File: config.mk
export PLATFORM = sky130hd
export DESIGN_NAME = minibyte_regram_arb
export DESIGN_NICKNAME = d
export VERILOG_FILES = /design/src/rtl/minibyte_regarb_pkg.sv /design/src/rtl/minibyte_rr_arb2.sv /design/src/rtl/minibyte_regram_arb.sv
export SDC_FILE = /design/constraint.sdc
export NUM_CORES = 1
export LEC_CHECK = 0
export ABC_AREA = 1
export CAP_MARGIN = 20
export CORE_ASPECT_RATIO = 0.6
export CORE_UTILIZATION = 40
export DETAILED_ROUTE_END_ITERATION = 10
export PLACE_DENSITY = 0.87
export SKIP_LAST_GASP = 1
export SLEW_MARGIN = 20
export SYNTH_ARGS = -nofsm -noshare
export SYNTH_HDL_FRONTEND = slang
export SYNTH_SLANG_ARGS = --single-unit
export TNS_END_PERCENT = 20
File: constraint.sdc
create_clock -name clk_in -period 1.43 [get_ports clk_in]
set_clock_uncertainty 0.2 [all_clocks]
set_input_delay 0.429 -clock clk_in [delete_from_list [all_inputs] [get_ports clk_in]]
set_output_delay 0.429 -clock clk_in [all_outputs]
set_load 0.1 [all_outputs]
File: src/rtl/minibyte_regarb_pkg.sv
// minibyte_regarb_pkg
// Shared types and constants for the MiniByte register-RAM arbiter.
//   state_e      : sequencer states (IDLE -> ACCESS -> DONE -> IDLE)
//   PORT_A/B     : grant identifiers (A = CPU control unit, B = debug/host)
//   REGARB_AW/DW : register RAM address and data widths
package minibyte_regarb_pkg;

  localparam int REGARB_AW = 3;
  localparam int REGARB_DW = 8;

  localparam logic PORT_A = 1'b0;
  localparam logic PORT_B = 1'b1;

  typedef enum logic [1:0] {
    IDLE   = 2'd0,
    ACCESS = 2'd1,
    DONE   = 2'd2
  } state_e;

endpackage

File: src/rtl/minibyte_rr_arb2.sv
// minibyte_rr_arb2
// Combinational two-way winner select for the register-RAM arbiter.
// Ports:
//   a_req, b_req : in  request levels from port A and port B
//   ptr          : in  preferred port (PORT_A / PORT_B), used on contention
//   any_req      : out at least one request is present
//   winner       : out selected port, meaningful only while any_req = 1
// Build option MINIBYTE_REGARB_PRIO_EN: when defined, port A always wins
// on contention and ptr is ignored; when undefined, ptr decides.
module minibyte_rr_arb2
  import minibyte_regarb_pkg::*;
(
  input  logic a_req,
  input  logic b_req,
  input  logic ptr,
  output logic any_req,
  output logic winner
);

  assign any_req = a_req | b_req;

`ifdef MINIBYTE_REGARB_PRIO_EN
  // Fixed priority: B only wins when A is silent.
  logic unused_ptr;
  assign unused_ptr = ptr;
  assign winner     = a_req ? PORT_A : PORT_B;
`else
  // Round-robin: a lone requester wins outright, otherwise the preferred one.
  always_comb begin
    winner = PORT_A;
    if (a_req && b_req) begin
      winner = ptr;
    end else if (b_req) begin
      winner = PORT_B;
    end
  end
`endif

endmodule

File: src/rtl/minibyte_regram_arb.sv
// minibyte_regram_arb
// Serialises two clients (A = CPU control unit, B = debug/host) onto the
// single port of the 8-byte register RAM. Each access takes three cycles:
// IDLE (arbitrate and latch), ACCESS (drive RAM), DONE (ack + read data).
// Ports:
//   clk_in, rst_in                 : clock, synchronous active-high reset
//   a_req/a_we/a_addr/a_wdata      : port A request, write flag, address, data
//   a_ack/a_rdata                  : port A one-cycle ack and read data
//   b_*                            : same set for port B
//   ram_en/ram_we/ram_addr/ram_wdata : to the register RAM
//   ram_rdata                      : from the register RAM (combinational)
// Build option MINIBYTE_REGARB_PRIO_EN selects fixed priority (A first)
// inside minibyte_rr_arb2; the default build is round-robin.
module minibyte_regram_arb
  import minibyte_regarb_pkg::*;
(
  input  logic                 clk_in,
  input  logic                 rst_in,
  input  logic                 a_req,
  input  logic                 a_we,
  input  logic [REGARB_AW-1:0] a_addr,
  input  logic [REGARB_DW-1:0] a_wdata,
  output logic                 a_ack,
  output logic [REGARB_DW-1:0] a_rdata,
  input  logic                 b_req,
  input  logic                 b_we,
  input  logic [REGARB_AW-1:0] b_addr,
  input  logic [REGARB_DW-1:0] b_wdata,
  output logic                 b_ack,
  output logic [REGARB_DW-1:0] b_rdata,
  output logic                 ram_en,
  output logic                 ram_we,
  output logic [REGARB_AW-1:0] ram_addr,
  output logic [REGARB_DW-1:0] ram_wdata,
  input  logic [REGARB_DW-1:0] ram_rdata
);

  state_e               state_q, state_d;
  logic                 grant_q, grant_d;
  logic                 ptr_q, ptr_d;
  logic                 hold_we_q, hold_we_d;
  logic [REGARB_AW-1:0] hold_addr_q, hold_addr_d;
  logic [REGARB_DW-1:0] hold_wdata_q, hold_wdata_d;
  logic [REGARB_DW-1:0] rdata_q, rdata_d;

  logic any_req;
  logic winner;

  minibyte_rr_arb2 u_arb (
    .a_req   (a_req),
    .b_req   (b_req),
    .ptr     (ptr_q),
    .any_req (any_req),
    .winner  (winner)
  );

  always_comb begin
    // NOTE: every signal gets a hold-value default first, so no path through
    // the case leaves one unassigned and no latch is inferred.
    state_d      = state_q;
    grant_d      = grant_q;
    ptr_d        = ptr_q;
    hold_we_d    = hold_we_q;
    hold_addr_d  = hold_addr_q;
    hold_wdata_d = hold_wdata_q;
    rdata_d      = rdata_q;

    unique case (state_q)
      IDLE: begin
        if (any_req) begin
          grant_d = winner;
          if (winner == PORT_B) begin
            hold_we_d    = b_we;
            hold_addr_d  = b_addr;
            hold_wdata_d = b_wdata;
          end else begin
            hold_we_d    = a_we;
            hold_addr_d  = a_addr;
            hold_wdata_d = a_wdata;
          end
          state_d = ACCESS;
        end
      end
      ACCESS: begin
        // The RAM returns 0 while writing; force it anyway so writes always
        // hand back a clean 8'h00.
        rdata_d = hold_we_q ? '0 : ram_rdata;
        state_d = DONE;
      end
      DONE: begin
        ptr_d   = ~grant_q;
        state_d = IDLE;
      end
      default: state_d = IDLE;
    endcase
  end

  always_ff @(posedge clk_in) begin
    // NOTE: state registers use non-blocking assignments so every flop
    // samples the pre-edge values regardless of statement order.
    if (rst_in) begin
      state_q      <= IDLE;
      grant_q      <= PORT_A;
      ptr_q        <= PORT_A;
      hold_we_q    <= 1'b0;
      hold_addr_q  <= '0;
      hold_wdata_q <= '0;
      rdata_q      <= '0;
    end else begin
      state_q      <= state_d;
      grant_q      <= grant_d;
      ptr_q        <= ptr_d;
      hold_we_q    <= hold_we_d;
      hold_addr_q  <= hold_addr_d;
      hold_wdata_q <= hold_wdata_d;
      rdata_q      <= rdata_d;
    end
  end

  // RAM side: enable only in ACCESS; address/data come straight from the
  // holding registers, which are cleared by reset.
  assign ram_en    = (state_q == ACCESS);
  assign ram_we    = ram_en & hold_we_q;
  assign ram_addr  = hold_addr_q;
  assign ram_wdata = hold_wdata_q;

  assign a_ack   = (state_q == DONE) && (grant_q == PORT_A);
  assign b_ack   = (state_q == DONE) && (grant_q == PORT_B);
  assign a_rdata = rdata_q;
  assign b_rdata = rdata_q;

endmodule

==> results.md <==
* Core Footprint at slightly above 3000 sq um
* Crit-path max FO at 3
* RSZ-0062 raised after global routing: true
* Syn_area_per_cell at 6.88 sq um
* Hold Buf Count CTS at 0
* Maximum buffer depth of the clock tree at 2
* Cell Area, Synth at 1360 sq um
* Synth Flop Type: dfxtp_1
* # diodes at 0
* Via/cell ratio at around 5.3
* Final hold vios at 0
* Total grt overflow at 0
* Post-route cell area at approximately 2600 sq um
* Synth top area share at between 30% and 40%
* Peak supply drop at approximately 0.61 mV
* Pwr per Cell Area at between 1000 and 1500 nW/um^2
* CP Class: reg2out
* WHS Path Cells at 2
* Period minus WS final at roughly 1800 ps
* # nets final at 311
* Worst-Skew Late Latency at roughly 280 ps
* Sequential Area at 517 sq um
* Startpoint types: flop
* Final setup slack of the worst path at -391 ps
* Classification of the worst-slack hold path: reg2reg
* Fin crit share at 127%
* Met2 usage at between 50% and 60%
* Final HPWL DP at 3330 um
* Clock Sinks at 24
* YS warnings at 0
* Worst setup EP type: primary output
* Fmax at ~550 MHz
* GRT Util Overall at 30.6%
* Drt first pass iters at 4
* Vias in the first global route at approximately 1600
* Placer Congestion at 0.801
* Met1 usage at approximately a third
* I/O pin count at 67
* Clk slew on worst S/H paths at ~100 ps
* Async S/R FF share, synth at 0%
* Worst-Margin Slew at roughly 250 ps
* Worst reg2reg path depth at 9
* Leakage power at around 1.2 nW
* Tot Pwr at 2.79 mW
* Post-synth EDFFs at 0
* Remaining antenna violation count at 0
* Rows at 15
* Routed via count at roughly 1700
* Initial DRC Count at approximately 160
* WL final at approximately 5500 um
* Synth cell types at 19
* Die area at approximately 3600 sq um
* Max-cap violations at 0
* Largest net degree at the start of global routing at 26
* Die Width at 77.2 um
* RR Startpoint: state_q[0]$_SDFFE_PP0P_
* CTS H-tree depth at 1
* GRT busiest layer: met2
* Synthesized instance count at 197
* Failing checks: setup timing
* CP required at approximately 800 ps
* Commonest non-fill, non-tap cell in the layout: nand2_1
* Mapped Nets at about 230
* Largest cells by area after synthesis: dfxtp_1 (35%), nand2_1 (13%), inv_1 (8.0%), a21oi_2 (7.7%), nor2_1 (7.5%)
* CTS root buf: clkbuf_8
* Port Buffers at 66
* First-pass GRT wire length at between 8000 and 9000 um
* # DRC at 0
* Most frequent cells in the layout: nand2_1 (43), clkdlybuf4s50_1 (33), buf_12 (33)
* Yosys reg bits at 24
* Initial antenna violation count at 0
* Cts bufs inserted at 3
* Hold_sp: ptr_q$_SDFFE_PP0N_
* Multi-input gate area at between 600 and 700 sq um
* Largest area contributor in the netlist: dfxtp_1
* Met3 GRT Util at 8.93%
* Count of final setup violators at 45
* Layout fillers at between 100 and 150
* Place WS at -472 ps
* CTS tree: yes
* Critical Path Start: state_q[0]$_SDFFE_PP0P_
* Status: finished, violations left
* Initial Util at between 40 and 50%
* CP arrival at ~1200 ps
* Worst slew margin at approximately 83%
* Die Y-Extent at about 47 um
* Worst hold slack at slightly above 300 ps
* Sequential cell area fraction in the yosys report at 35.4%
* Ratio of cells with drive above 1 in the final layout at a little under two fifths
* Final Max Tran Viols at 0
* Syn-to-layout area delta at 92.2%
* Routed length per instance at roughly 17 um
* DP Area at 2470 sq um
[per-stage QoR]
| step | TNS [ps] | cells | util [%] |
|---|---|---|---|
| after floorplan | -6640 | 197 | - |
| after global placement | -6980 | 309 | 81.3 |
| after detailed placement | -7860 | 309 | 81.3 |
| after CTS | -3280 | 316 | 85.2 |
| after global routing | -4720 | 316 | 85.7 |
| final | -3800 | 316 | 85.7 |
[worst max-delay path, stage by stage (launching register included)]
cell,delay (ps)
dfxtp_2,380
inv_4,60
nor2_4,110
inv_4,50
nor2_4,120
buf_12,180
[cells by family after synthesis]
family	count (synthesis)	share of synthesized area, %
buffers and inverters	48	18.8
flip-flops	24	35.4
AND/OR/NAND/NOR	101	32.0
AO/OA/AOI/OAI	24	13.7
[timing repair]
item	CTS	global route
setup endpoints to repair	46	49
buffers inserted	3	0
pin swaps	4	0
resized for setup	12	8
[cells in the mapped netlist (3+ instances only)]
| library cell | number |
|---|---|
| o21ai_1 | 7 |
| inv_1 | 29 |
| a21oi_2 | 12 |
| buf_2 | 3 |
| nand2_1 | 46 |
| buf_6 | 5 |
| dfxtp_1 | 24 |
| nand3_1 | 20 |
| nor2_2 | 4 |
| buf_4 | 9 |
| nor2_1 | 27 |
[state kept, by name (all words and copies together) (netlist names)]
register and flops:
hold_we_q 1, a_rdata 8, ptr_q 1, state_q 2
ram_wdata 8, ram_addr 3, grant_q 1
[routing by layer]
metal  wire length [um]  share of wire [%]
met4                295                5.4
met5                  0                  0
met2               2570                 47
met1               1940                 36
met3                669                 12
[area by class of cell]
type	count	share of cell area, %
Tap cell	42	2.02
Timing Repair Buffer	90	45.2
Multi-Input combinational cell	125	25.6
Clock inverter	1	1.15
Inverter	31	4.66
Clock buffer	3	1.58
Sequential cell	24	19.8
[power breakdown]
group	internal [mW]	switching (mW)	leakage, nW
Sequential	0.727	0.0786	0.205
Clock	0.375	0.242	0.0357
Combinational	0.523	0.838	0.928
[worst paths after layout]
kind                               endpoint  slack [ps]
setup / recovery                     ram_we        -390
hold / removal           ptr_q$_SDFFE_PP0N_         310
setup reg to reg  ram_wdata[4]$_SDFFE_PP0P_        -130
hold reg to reg          ptr_q$_SDFFE_PP0N_         310
(Power assumes the default switching activity.)
